File: src/rtl/gyro_integrator_pkg.sv
// gyro_pkg: shared state type, widths and saturation limits for the
// gyro integrator. Optional deadband: GYRO_DEADBAND_EN.
package gyro_pkg;

  typedef enum logic {CAL, RUN} state_t;

  localparam int ACC_W   = 32;
  localparam int RATE_W  = 16;
  localparam int ANGLE_W = 16;

  localparam logic signed [ACC_W-1:0] ACC_MAX =
    {1'b0, {(ACC_W-1){1'b1}}};
  localparam logic signed [ACC_W-1:0] ACC_MIN =
    {1'b1, {(ACC_W-1){1'b0}}};

endpackage

File: src/rtl/gyro_integrator_if.sv
// gyro_integrator_if: rate inputs, control pulses and angle outputs.
// Optional deadband: GYRO_DEADBAND_EN.
interface gyro_integrator_if;
  import gyro_pkg::*;

  logic signed [RATE_W-1:0]  rate_x;
  logic signed [RATE_W-1:0]  rate_y;
  logic signed [RATE_W-1:0]  rate_z;
  logic                      zero;
  logic                      recal;
  logic signed [ANGLE_W-1:0] angle_x;
  logic signed [ANGLE_W-1:0] angle_y;
  logic signed [ANGLE_W-1:0] angle_z;
  logic                      out_valid;
  logic                      cal_done;

  modport master (
    output rate_x, rate_y, rate_z, zero, recal,
    input  angle_x, angle_y, angle_z,
    input  out_valid, cal_done
  );

  modport slave (
    input  rate_x, rate_y, rate_z, zero, recal,
    output angle_x, angle_y, angle_z,
    output out_valid, cal_done
  );

endinterface

File: src/rtl/gyro_integrator_axis.sv
// gyro_axis_integ: one axis of bias averaging and saturating integration.
// Optional deadband on the corrected rate: GYRO_DEADBAND_EN.
module gyro_axis_integ
  import gyro_pkg::*;
#(
  parameter int CAL_LOG2 = 8
`ifdef GYRO_DEADBAND_EN
  , parameter int DEADBAND = 8
`endif
) (
  input  logic                      clk,
  input  logic                      rst,
  input  logic signed [RATE_W-1:0]  rate,
  input  logic                      tick,
  input  logic                      cal_phase,
  input  logic                      cal_last,
  input  logic                      clr_acc,
  input  logic                      clr_cal,
  output logic signed [ANGLE_W-1:0] angle
);

  localparam int SUM_W = RATE_W + CAL_LOG2;

  logic signed [SUM_W-1:0]  sum_q;
  logic signed [SUM_W-1:0]  sum_nx;
  logic signed [RATE_W-1:0] bias_q;
  logic signed [RATE_W:0]   diff;
  logic signed [RATE_W:0]   diff_db;
  logic signed [ACC_W-1:0]  acc_q;
  logic signed [ACC_W-1:0]  acc_sat;
  logic signed [ACC_W:0]    acc_sum;

  assign sum_nx = sum_q
    + {{CAL_LOG2{rate[RATE_W-1]}}, rate};

  assign diff = {rate[RATE_W-1], rate}
    - {bias_q[RATE_W-1], bias_q};

`ifdef GYRO_DEADBAND_EN
  logic [RATE_W:0] mag;
  assign mag = diff[RATE_W] ? -diff : diff;
  assign diff_db =
    (mag <= (RATE_W+1)'(DEADBAND)) ? '0 : diff;
`else
  assign diff_db = diff;
`endif

  assign acc_sum = {acc_q[ACC_W-1], acc_q}
    + {{(ACC_W-RATE_W){diff_db[RATE_W]}}, diff_db};

  // One guard bit: sign disagreement means overflow
  always_comb begin
    acc_sat = acc_sum[ACC_W-1:0];
    if (acc_sum[ACC_W] != acc_sum[ACC_W-1])
      acc_sat = acc_sum[ACC_W] ? ACC_MIN : ACC_MAX;
  end

  always_ff @(posedge clk) begin
    if (rst) begin
      sum_q  <= '0;
      bias_q <= '0;
      acc_q  <= '0;
    end else begin
      if (clr_cal) begin
        sum_q <= '0;
      end else if (tick && cal_phase) begin
        if (cal_last) begin
          sum_q  <= '0;
          bias_q <= sum_nx[SUM_W-1:CAL_LOG2];
        end else begin
          sum_q <= sum_nx;
        end
      end
      if (clr_acc)
        acc_q <= '0;
      else if (tick && !cal_phase)
        acc_q <= acc_sat;
    end
  end

  assign angle = acc_q[ACC_W-1 -: ANGLE_W];

endmodule

File: src/rtl/gyro_integrator.sv
// gyro_integrator: sample divider, CAL/RUN control and three axes.
// Optional deadband on the corrected rate: GYRO_DEADBAND_EN.
module gyro_integrator
  import gyro_pkg::*;
#(
  parameter int SAMPLE_DIV = 100000,
  parameter int CAL_LOG2   = 8,
  parameter int DEADBAND   = 8
) (
  input logic               clk,
  input logic               rst,
  gyro_integrator_if.slave  bus
);

  localparam int DIV_W = $clog2(SAMPLE_DIV);
  localparam int CNT_W = CAL_LOG2 + 1;
  localparam logic [CNT_W-1:0] CNT_LAST =
    CNT_W'((1 << CAL_LOG2) - 1);

  logic [DIV_W-1:0] div_q;
  logic             tick;
  state_t           state_q, state_d;
  logic [CNT_W-1:0] cnt_q, cnt_d;
  logic             ov_q, ov_d;
  logic             cal_phase;
  logic             cal_last;
  logic             clr_acc;
  logic             clr_cal;

  // Free-running: only rst restarts the sample cadence
  assign tick = (div_q == DIV_W'(SAMPLE_DIV - 1));

  always_ff @(posedge clk) begin
    if (rst || tick)
      div_q <= '0;
    else
      div_q <= div_q + DIV_W'(1);
  end

  always_ff @(posedge clk) begin
    if (rst) begin
      state_q <= CAL;
      cnt_q   <= '0;
      ov_q    <= 1'b0;
    end else begin
      state_q <= state_d;
      cnt_q   <= cnt_d;
      ov_q    <= ov_d;
    end
  end

  always_comb begin
    state_d  = state_q;
    cnt_d    = cnt_q;
    ov_d     = 1'b0;
    cal_last = 1'b0;
    clr_acc  = 1'b0;
    clr_cal  = 1'b0;
    if (bus.recal) begin
      state_d = CAL;
      cnt_d   = '0;
      clr_acc = 1'b1;
      clr_cal = 1'b1;
    end else if (state_q == CAL) begin
      if (tick) begin
        cnt_d = cnt_q + CNT_W'(1);
        if (cnt_q == CNT_LAST) begin
          cal_last = 1'b1;
          cnt_d    = '0;
          clr_acc  = 1'b1;
          state_d  = RUN;
        end
      end
    end else begin
      ov_d    = tick;
      clr_acc = bus.zero;
    end
  end

  assign cal_phase = (state_q == CAL);

  logic signed [RATE_W-1:0]  rate  [3];
  logic signed [ANGLE_W-1:0] angle [3];

  assign rate[0] = bus.rate_x;
  assign rate[1] = bus.rate_y;
  assign rate[2] = bus.rate_z;

  for (genvar a = 0; a < 3; a++) begin : g_axis
    gyro_axis_integ #(
      .CAL_LOG2 (CAL_LOG2)
`ifdef GYRO_DEADBAND_EN
      , .DEADBAND (DEADBAND)
`endif
    ) u_axis (
      .clk       (clk),
      .rst       (rst),
      .rate      (rate[a]),
      .tick      (tick),
      .cal_phase (cal_phase),
      .cal_last  (cal_last),
      .clr_acc   (clr_acc),
      .clr_cal   (clr_cal),
      .angle     (angle[a])
    );
  end

  assign bus.angle_x   = angle[0];
  assign bus.angle_y   = angle[1];
  assign bus.angle_z   = angle[2];
  assign bus.out_valid = ov_q;
  assign bus.cal_done  = (state_q == RUN);

endmodule
File: src/flat_wrapper.sv
// flat-port wrapper written by rule: the top's interface ports become plain ports
module gyro_integrator_flat import gyro_pkg::*;
#(
  parameter int SAMPLE_DIV = 100000,
  parameter int CAL_LOG2   = 8,
  parameter int DEADBAND   = 8
)
  (clk, rst, bus_rate_x, bus_rate_y, bus_rate_z, bus_zero, bus_recal, bus_angle_x, bus_angle_y, bus_angle_z, bus_out_valid, bus_cal_done);
  gyro_integrator_if bus_i ();
  input logic clk;
  input logic rst;
  input wire logic [$bits(bus_i.rate_x)-1:0] bus_rate_x;
  input wire logic [$bits(bus_i.rate_y)-1:0] bus_rate_y;
  input wire logic [$bits(bus_i.rate_z)-1:0] bus_rate_z;
  input wire logic [$bits(bus_i.zero)-1:0] bus_zero;
  input wire logic [$bits(bus_i.recal)-1:0] bus_recal;
  output wire logic [$bits(bus_i.angle_x)-1:0] bus_angle_x;
  output wire logic [$bits(bus_i.angle_y)-1:0] bus_angle_y;
  output wire logic [$bits(bus_i.angle_z)-1:0] bus_angle_z;
  output wire logic [$bits(bus_i.out_valid)-1:0] bus_out_valid;
  output wire logic [$bits(bus_i.cal_done)-1:0] bus_cal_done;
  assign bus_i.rate_x = bus_rate_x;
  assign bus_i.rate_y = bus_rate_y;
  assign bus_i.rate_z = bus_rate_z;
  assign bus_i.zero = bus_zero;
  assign bus_i.recal = bus_recal;
  assign bus_angle_x = bus_i.angle_x;
  assign bus_angle_y = bus_i.angle_y;
  assign bus_angle_z = bus_i.angle_z;
  assign bus_out_valid = bus_i.out_valid;
  assign bus_cal_done = bus_i.cal_done;
  gyro_integrator #(.SAMPLE_DIV(SAMPLE_DIV), .CAL_LOG2(CAL_LOG2), .DEADBAND(DEADBAND)) u_core (.clk(clk), .rst(rst), .bus(bus_i));
endmodule
File: config.mk
export PLATFORM = sky130hd
export DESIGN_NAME = gyro_integrator_flat
export DESIGN_NICKNAME = d
export VERILOG_FILES = /design/src/rtl/gyro_integrator_pkg.sv /design/src/rtl/gyro_integrator_if.sv /design/src/rtl/gyro_integrator_axis.sv /design/src/rtl/gyro_integrator.sv /design/src/flat_wrapper.sv
export SDC_FILE = /design/constraint.sdc
export NUM_CORES = 1
export LEC_CHECK = 0
export ABC_AREA = 0
export ABC_CLOCK_PERIOD_IN_PS = 6800
export CORE_ASPECT_RATIO = 0.5
export CORE_UTILIZATION = 55
export DETAILED_ROUTE_END_ITERATION = 10
export PLACE_DENSITY = 0.74
export RECOVER_POWER = 100
export SYNTH_ARGS = -nofsm -noshare
export SYNTH_HDL_FRONTEND = slang
export SYNTH_SLANG_ARGS = --single-unit
File: constraint.sdc
create_clock -name clk -period 6.8 [get_ports clk]
set_input_delay 1.02 -clock clk [delete_from_list [all_inputs] [get_ports clk]]
set_output_delay 1.02 -clock clk [all_outputs]
set_load 0.005 [all_outputs]
==> results.py <==
metrics = {
    "cells_and_area": {
        "layout_common_cells": "inv_1 (378), dfxtp_1 (244), a21oi_1 (242), nor2_1 (184), ha_1 (170)",
        "multi_input_comb_area_um2": 14200,
        "fill_cells": 3367,
        "layout_commonest_cell": "inv_1",
        "fin_cells": 3219,
        "drive_gt1_frac": 0.0493,
        "syn_to_final_growth_pct": 9.51,
        "regArea_um2": 4880,
        "antennaDiodeCount": 0,
        "final_net_count": 3000,
    },
    "sta": {
        "max_freq_mhz": 168,
        "finalWorstSetupSlack_ns": 0.863,
        "period_needed_ns": 5.94,
        "slew_headroom": -1.11,
        "hold_ws_ns": 0.447,
        "finalMaxSlewViolations": 169,
        "fin_tns_setup_ns": 0,
        "setup_viol": 0,
        "skew_ns": 0.0241,
        "period_share": 0.873,
        "rsz0062_at_grt": "false",
        "worst_pin_slew_ns": 3.17,
        "hold_violations": 0,
    },
    "worst_setup_path": {
        "r2r-start": "u_core.div_q[0]$_SDFF_PP0_",
        "path_class": "input port to register",
        "worstPathMaxFanout": 19,
        "cp-end-kind": "register",
        "ff2ff_path_depth": 10,
        "crit_end": "u_core.g_axis[1].u_axis.acc_q[4]$_SDFFE_PP0P_",
        "cp-start-kind": "input port",
        "worstPathArrival_ns": 6.33,
        "rrSetupSlack_ns": 1.39,
        "cp-startpoint": "bus_rate_y[15]",
        "required_ns": 7.20,
        "timing.rr.end": "u_core.g_axis[1].u_axis.sum_q[5]$_SDFFE_PP0P_",
    },
    "clocking": {
        "clk_pin_slew_ns": 0.06,
        "ctsHoldBuffers": 0,
        "clock_latency_ns": 0.56,
        "clock_path_buffers": 3,
        "root_buffer": "clkbuf_16",
        "cts-htree-levels": 1,
        "numCtsBuffers": 26,
        "cts_tree": "done",
        "cts_resized": 0,
        "cts_setup_buffers": 0,
        "clock-sinks": 244,
    },
    "yosys": {
        "synth_area_leaders": "dfxtp_1 (23%), ha_1 (10%), fa_1 (9.3%), inv_1 (6.7%), a21oi_1 (5.7%)",
        "synth_edf_count": 0,
        "synthArstFlopShare": 0,
        "synth_area_um2": 21300,
        "yosysTopAreaCell": "dfxtp_1",
        "synth_top_area_share": 0.230,
        "synth.distinct_cells": 72,
        "ys_ff_latch": 244,
        "yosysWarningCount": 0,
        "synthCells": 2675,
        "ys_dominant_reg_cell": "dfxtp_1",
        "avgSynthCellArea_um2": 7.95,
        "syn_nets": 2996,
        "synth-seq-area-share": 0.230,
    },
    "detailed_routing": {
        "ant_nets": 0,
        "dr_total_vias": 18500,
        "initialDrtViolationCount": 1175,
        "drc": 0,
        "wire_per_inst_um": 16.4,
        "wirelength_um": 52900,
        "dr.pass1.iters": 7,
        "via_per_inst": 5.74,
    },
    "global_routing": {
        "antenna_found_initial": 0,
        "grt_remaining_overflow": 0,
        "grt_pass1_vias": 17600,
        "grt_pass1_wl_um": 87200,
        "gr-usage-all-layers": 0.267,
        "grt_max_degree": 64,
    },
    "placed_design": {
        "place_inst": 3171,
        "dp_slack_ns": 0.733,
        "hpwl_um": 38800,
        "portBuffers": 101,
        "place.gp.congestion": 0.906,
    },
    "floorplanning": {
        "ioPinCount": 102,
        "dieHeight_um": 141,
        "die-area_um2": 39500,
        "start_util": 0.564,
        "core_area_um2": 37700,
        "rows": 50,
        "die_x_um": 280,
    },
    "pwr": {
        "power.leakage_nw": 10.0,
        "peakVddDrop_v": 0.000171,
        "finalPower_mw": 4.08,
        "cellPowerDensity_nw_per_um2": 175,
    },
    "min_path": {
        "hp-class": "register to register",
    },
    "flow_run": {
        "drv_cap": 4,
    },
    "outcome": {
        "status": "complete, but fails checks",
        "failed_checks": "capacitance limit, slew limit",
    },
}
-- kinds of logic (layout without fill, tap and decap cells) --
kind of cell / Yosys count / count (layout) / share of synthesized area
AO/OA/AOI/OAI: 745 / 745 / 0.231
AND/OR/NAND/NOR: 681 / 681 / 0.156
buffers and inverters: 537 / 561 / 0.105
adder cells (fa/ha/maj): 307 / 307 / 0.213
flip-flops: 244 / 244 / 0.230
XOR/XNOR: 159 / 159 / 0.0655
multiplexers: 2 / 2 / 0.000941
-- sequential cells by signal, indices dropped and copies added (netlist names) --
name                         cells
u_core.g_axis.u_axis.sum_q      72
u_core.bus.out_valid             1
u_core.g_axis.u_axis.bias_q     48
u_core.cnt_q                     9
u_core.g_axis.u_axis.acc_q      96
u_core.div_q                    17
u_core.bus.cal_done              1
-- how the worst min path moves through the flow --
stage | startpoint | to | slack, ns | cells after the start
after detailed placement | u_core.g_axis[2].u_axis.sum_q[22]$_SDFFE_PP0P_ | u_core.g_axis[2].u_axis.sum_q[22]$_SDFFE_PP0P_ | 0.44 | 2
after floorplan | u_core.g_axis[0].u_axis.sum_q[22]$_SDFFE_PP0P_ | u_core.g_axis[0].u_axis.sum_q[22]$_SDFFE_PP0P_ | 0.42 | 2
final | u_core.g_axis[2].u_axis.sum_q[22]$_SDFFE_PP0P_ | u_core.g_axis[2].u_axis.sum_q[22]$_SDFFE_PP0P_ | 0.45 | 2
after global routing | u_core.g_axis[2].u_axis.sum_q[22]$_SDFFE_PP0P_ | u_core.g_axis[2].u_axis.sum_q[22]$_SDFFE_PP0P_ | 0.48 | 2
after CTS | u_core.g_axis[2].u_axis.sum_q[22]$_SDFFE_PP0P_ | u_core.g_axis[2].u_axis.sum_q[22]$_SDFFE_PP0P_ | 0.45 | 2
after global placement | u_core.g_axis[2].u_axis.sum_q[22]$_SDFFE_PP0P_ | u_core.g_axis[2].u_axis.sum_q[22]$_SDFFE_PP0P_ | 0.43 | 2
-- worst max-delay path, cell delays in order --
cell,delay [ns]
clkdlybuf4s50_1,0.45
clkbuf_1,0.60
inv_1,0.13
buf_4,0.25
fa_1,0.54
inv_1,0.05
ha_1,0.39
and3_1,0.24
nand4_1,0.13
nor3b_1,0.44
a2111oi_4,0.11
o31ai_1,0.52
a221oi_2,0.14
xnor2_2,0.19
clkbuf_1,0.74
maj3_1,0.32
a211oi_2,0.07
-- layer usage --
metal	track usage	share of wire	up-vias
met5	0	0	-
met4	0.0788	0.031	0
met3	0.0293	0.037	115
met2	0.470	0.48	384
met1	0.346	0.45	8787
li1	-	-	9183
-- power breakdown --
part | internal (mW) | total, mW | switching, mW
combinational | 0.396 | 1.00 | 0.604
sequential | 1.43 | 1.43 | 0.00216
clock | 0.981 | 1.64 | 0.664
total | 2.81 | 4.08 | 1.27
-- cells in the mapped netlist (11+ instances only) --
library cell	number
inv_1	378
dfxtp_1	244
a21oi_1	243
nor2_1	185
ha_1	170
nand2_1	156
o21ai_0	129
fa_1	99
clkbuf_1	97
xnor2_1	81
xor2_1	78
a21o_1	76
nand3_1	75
nor3_1	66
buf_4	48
a211oi_1	34
a211oi_2	30
nand2b_1	30
maj3_2	29
and3_1	26
o211ai_1	25
a31oi_1	24
nor2b_1	24
nand3b_1	22
o21a_1	21
o21ai_1	21
o21bai_1	19
nor4_1	18
a221oi_1	16
or3_1	16
a22oi_1	15
nand4_1	15
a22o_1	13
or4_1	11
-- metrics by stage --
stage | util | area [µm²]
CTS | 0.621 | 23400
detailed placement | 0.595 | 22400
floorplan | - | 21300
global route | 0.618 | 23300
global placement | 0.595 | 22400
finish | 0.618 | 23300
-- layout make-up --
class / count / share of cell area
inverter: 378 / 0.0609
sequential: 244 / 0.210
tap: 520 / 0.0279
timing repair buffer: 135 / 0.0525
multi-input combinational: 1894 / 0.608
clock buffer: 32 / 0.0307
clock inverter: 16 / 0.0106
Power figures use the tool's default switching activity.
